$ cat src/rtl/sample_ring_buffer.sv
// Playback ring buffer between mixer and DAC: fills to PREFILL, then pops one sample per CLK_DIV tick.
// Tick-to-output latency 1 clk; o_clk_en drops with two entries of slack and writes at full are dropped.
module sample_ring_buffer #(
  parameter int DATA_W  = 24,
  parameter int DEPTH   = 128,
  parameter int PREFILL = 64,
  parameter int CLK_DIV = 521
) (
  input  logic                   clk,
  input  logic                   n_rst,
  input  logic [DATA_W-1:0]      i_sample,
  input  logic                   i_valid,
  input  logic                   i_flush,
  output logic                   o_clk_en,
  output logic [DATA_W-1:0]      o_dac_sample,
  output logic                   o_sample_stb,
  output logic [$clog2(DEPTH):0] o_level,
  output logic                   o_playing,
  output logic                   o_overflow,
  output logic [15:0]            o_underrun_cnt
);
  localparam int AW = $clog2(DEPTH);
  localparam int LW = AW + 1;
  localparam int TW = $clog2(CLK_DIV);
  localparam logic [LW-1:0] LVL_FULL  = LW'(DEPTH);
  localparam logic [LW-1:0] LVL_PRE   = LW'(PREFILL);
  localparam logic [LW-1:0] LVL_HI    = LW'(DEPTH - 3);
  localparam logic [TW-1:0] TICK_LAST = TW'(CLK_DIV - 1);

  typedef enum logic [1:0] {ST_PREFILL, ST_PLAY, ST_UNDERRUN} state_t;

  state_t            state;
  logic [DATA_W-1:0] mem [DEPTH];
  logic [AW-1:0]     wr_ptr;
  logic [AW-1:0]     rd_ptr;
  logic [TW-1:0]     tick_cnt;
  logic              tick;
  logic              wr_en;
  logic              rd_en;
  logic [LW-1:0]     level_nxt;

  assign tick  = (tick_cnt == TICK_LAST);
  assign wr_en = i_valid && (o_level != LVL_FULL);
  assign rd_en = (state == ST_PLAY) && tick && (o_level != '0);

  always_comb begin
    level_nxt = o_level;
    if (wr_en && !rd_en)
      level_nxt = o_level + LW'(1);
    else if (rd_en && !wr_en)
      level_nxt = o_level - LW'(1);
  end

  // Sample-rate divider keeps running through flush so the DAC cadence never jitters.
  always_ff @(posedge clk) begin
    if (!n_rst)
      tick_cnt <= '0;
    else if (tick)
      tick_cnt <= '0;
    else
      tick_cnt <= tick_cnt + TW'(1);
  end

  always_ff @(posedge clk) begin
    if (n_rst && !i_flush && wr_en)
      mem[wr_ptr] <= i_sample;
  end

  always_ff @(posedge clk) begin
    if (!n_rst) begin
      wr_ptr         <= '0;
      rd_ptr         <= '0;
      o_level        <= '0;
      state          <= ST_PREFILL;
      o_dac_sample   <= '0;
      o_sample_stb   <= 1'b0;
      o_playing      <= 1'b0;
      o_overflow     <= 1'b0;
      o_underrun_cnt <= '0;
      o_clk_en       <= 1'b1;
    end else if (i_flush) begin
      wr_ptr       <= '0;
      rd_ptr       <= '0;
      o_level      <= '0;
      state        <= ST_PREFILL;
      o_dac_sample <= '0;
      o_sample_stb <= 1'b0;
      o_playing    <= 1'b0;
      o_clk_en     <= 1'b1;
    end else begin
      o_sample_stb <= 1'b0;
      o_level      <= level_nxt;
      o_clk_en     <= (level_nxt <= LVL_HI);
      if (wr_en)
        wr_ptr <= wr_ptr + AW'(1);
      if (i_valid && !wr_en)
        o_overflow <= 1'b1;
      if (rd_en) begin
        rd_ptr       <= rd_ptr + AW'(1);
        o_dac_sample <= mem[rd_ptr];
        o_sample_stb <= 1'b1;
      end
      case (state)
        ST_PREFILL, ST_UNDERRUN: begin
          if (o_level >= LVL_PRE) begin
            state     <= ST_PLAY;
            o_playing <= 1'b1;
          end
        end
        ST_PLAY: begin
          if (tick && (o_level == '0)) begin
            state     <= ST_UNDERRUN;
            o_playing <= 1'b0;
            if (o_underrun_cnt != 16'hFFFF)
              o_underrun_cnt <= o_underrun_cnt + 16'd1;
          end
        end
        default: begin
          state     <= ST_PREFILL;
          o_playing <= 1'b0;
        end
      endcase
    end
  end
endmodule
$ cat config.mk
export PLATFORM = sky130hd
export DESIGN_NAME = sample_ring_buffer
export DESIGN_NICKNAME = d
export VERILOG_FILES = /design/src/rtl/sample_ring_buffer.sv
export SDC_FILE = /design/constraint.sdc
export NUM_CORES = 2
export LEC_CHECK = 0
export ABC_AREA = 0
export CAP_MARGIN = 20
export CORE_MARGIN = 3
export CORE_UTILIZATION = 45
export DETAILED_ROUTE_END_ITERATION = 8
export PLACE_DENSITY_LB_ADDON = 0.12
export RECOVER_POWER = 100
export SYNTH_ARGS = -nofsm -noshare
export SYNTH_HDL_FRONTEND = slang
export SYNTH_SLANG_ARGS = --single-unit
$ cat constraint.sdc
create_clock -name clk -period 3.4 [get_ports clk]
set_clock_uncertainty 0.05 [all_clocks]
set_input_delay 0.68 -clock clk [delete_from_list [all_inputs] [get_ports clk]]
set_output_delay 0.68 -clock clk [all_outputs]
set_load 0.05 [all_outputs]
==> metrics <==
setup bufs post-CTS=0; Worst Hold Class=in -> reg; crit end category=register; Synth Flop Type=edfxtp_1; Post-layout nets=between 6000 and 7000; layout cells sized above 1=between 20% and 30%; Die Wd=around 530 um; Worst path slowest cell=dfxtp_4; slew margin rel.=-122%; Startpoint Class=register; met3 usage=~4.2%; initial antenna violation count=29; reg2reg start=rd_ptr[2]$_SDFFE_PP0P_; total detailed-routing wirelength=about 350000 um; DIE HEIGHT=between 500 and 600 um; CTS root buffer=clkbuf_16; Core Footprint=~270000 um2; dpl hpwl=~220000 um; Syn Inst Count=around 5600; clk sink count=about 3200; CTS Buf Count=roughly 330; Slew Viols, Final=roughly 1800; crit path from=rd_ptr[2]$_SDFFE_PP0P_; critical path arrival=roughly 4200 ps; failing checks=max-capacitance violations, max-slew violations, negative setup slack; clk_lat worst skew=between 900 and 1000 ps; peak supply drop=0.000426 V; area of the die=276000 um2; post-synth cell types=74; multi-input logic area=25800 um2; commonest non-fill, non-tap cell in the layout=edfxtp_1; design area=about 140000 um2; post-synthesis sequential area ratio=77.4%; # IOs=80; Post-synth EDFFs=between 3000 and 4000; setup violators final=1; Non-Filler Instances=between 10000 and 15000; ys async rst share=0%; min-delay src=i_sample[22]; Initial Utilization=roughly 45%; final worst path period need=roughly 3400 ps; most used cells in the layout excluding fill and tap cells=3072 x edfxtp_1, 732 x mux4_2, 337 x clkbuf_16; GR Util met1=between 30% and 40%; Hold Violations, Final=0; critical path class=reg -> reg; Std-Cell Rows=between 150 and 200; Max FO, Critical Path=21; power density cells=~560 nW/um2; H-tree depth=5; clk slew on worst S/H paths=60 ps; vias in the first global route=60800; Antenna Violating Nets Remaining=0; via count=61500; Overall Global Routing Usage=around a quarter; DP Area=132000 um2; Fill cells=20900; RSZ-0062 raised after global routing=false; remaining global-route overflow=0; first-pass GRT wire length=between 400000 and 500000 um; setup ws final=-6.00 ps; Register Area=roughly 94000 um2; DR vias/cell=a little over 6; number of max-cap violations=32; outcome=finished with violations; gr busiest metal=met2; CP max stage delay=around 740 ps; Routed WL per cell=around 35 um; pre-CTS setup slack=-208 ps; period utilization=100%; global placement routability congestion=approximately 0.88; DRC viols=0; largest net degree at the start of global routing=about 130; flops & latches, synth=about 3200; Core Util, Final=between 50 and 60%; Syn Std Cell Area=121000 um2; Min Hold Slack=292 ps; static leakage=43.4 nW; DRT iter0 DRCs=a little under 8000; I/O Buffers=~80; syn avg cell area=21.8 um2; GR Layer Usage met2=around 39%; Area growth, synth to finish=15.9%; Cell Count Post-Placement=between 9000 and 10000; TritonCTS clock tree=yes; achievable frequency=between 0.2 and 0.3 GHz; Bufs on Longest Clock Path=4; pin slew with the least headroom to its limit=3330 ps; DRT Pass-1 Iters=5; Critical Path RT=around 4200 ps; crit-path cells=buf_4 -> and2_1 -> a22o_1 -> nor3_1 -> a211oi_1 -> clkbuf_4 -> a31oi_1 -> a311oi_1 -> o32ai_1; total power=roughly 79 mW; Post-Syn Nets=5605; setup TNS=-6.00 ps; Synth Warn #=0
==> cells in the mapped netlist (50+ instances only) <==
library cell / count / area, um2
clkbuf_1: 103 / 387
edfxtp_1: 3072 / 92200
o22ai_1: 50 / 313
a221oi_1: 65 / 569
buf_2: 80 / 400
o21ai_0: 58 / 290
nor2_1: 257 / 965
nand2_1: 143 / 537
a21oi_1: 94 / 470
a22oi_1: 63 / 473
mux2i_1: 270 / 2700
dfxtp_1: 78 / 1560
mux4_2: 732 / 16500
==> power by group <==
part           switching [mW]  internal (mW)
registers              0.0115           42.6
logic                   0.823         0.0908
clock network            15.2           19.9
==> per-layer routing <==
| layer | part of all wire [%] | vias to the layer above |
|---|---|---|
| met5 | 0.0077 | - |
| met3 | 8.2 | 504 |
| met1 | 42 | 33400 |
| met2 | 47 | 2675 |
| li1 | - | 24900 |
| met4 | 3.0 | 4 |
==> layout make-up <==
type | count | share of cell area, %
diodes | 16 | 0.0285
clock buffers | 400 | 6.18
flip-flops and latches | 3150 | 66.8
clock inverters | 198 | 1.29
repair buffers | 651 | 4.18
well taps | 3533 | 3.15
multi-input cells | 2107 | 18.4
inverters | 9 | 0.0312
==> worst max-delay path, delay by kind of cell, from the launching register on <==
family | cells | cell delay (ps)
AOI/OAI and AO/OA | 5 | 1130
DFF | 1 | 740
and+or+nand+nor | 2 | 700
buffers and inverters | 2 | 680
==> path summary, 6_finish.rpt <==
| kind | cells after the start | end | slack, ps |
|---|---|---|---|
| setup / recovery | 9 | o_dac_sample[19]$_SDFFE_PP0P_ | -6 |
| hold / removal | 1 | mem[56][22]$_DFFE_PP_ | 290 |
| setup reg to reg | 9 | o_dac_sample[19]$_SDFFE_PP0P_ | -6 |
| hold reg to reg | 1 | o_overflow$_SDFFE_PN0P_ | 410 |
==> logic make-up (layout without fill, tap and decap cells) <==
logic type      count (synthesis)  in the layout  share of synthesized area (%)
mux                          1018           1018                           16.0
fa+ha+maj                       8              8                         0.0826
xor+xnor                       37             37                          0.267
buf+inv                       312           1258                           1.51
other cells                     0             16                              0
simple gates                  567            567                           2.09
flops                        3150           3150                           77.4
compound gates                477            477                           2.72
==> sequential cells by signal, indices dropped and copies added (netlist names) <==
name	count
mem	3072
o_clk_en	1
o_dac_sample	24
o_level	8
o_overflow	1
o_playing	1
o_sample_stb	1
o_underrun_cnt	16
rd_ptr	7
state	2
tick_cnt	10
wr_ptr	7
==> repair_timing <==
item | CTS | global route
cloned | 0 | 0
endpoints found under the setup margin | 4 | 8
resized for setup | 5 | 10
hold endpoints to repair | 3 | 0
pin swaps | 1 | 1
hold buffers | 1 | 0
Power figures use the tool's default switching activity.
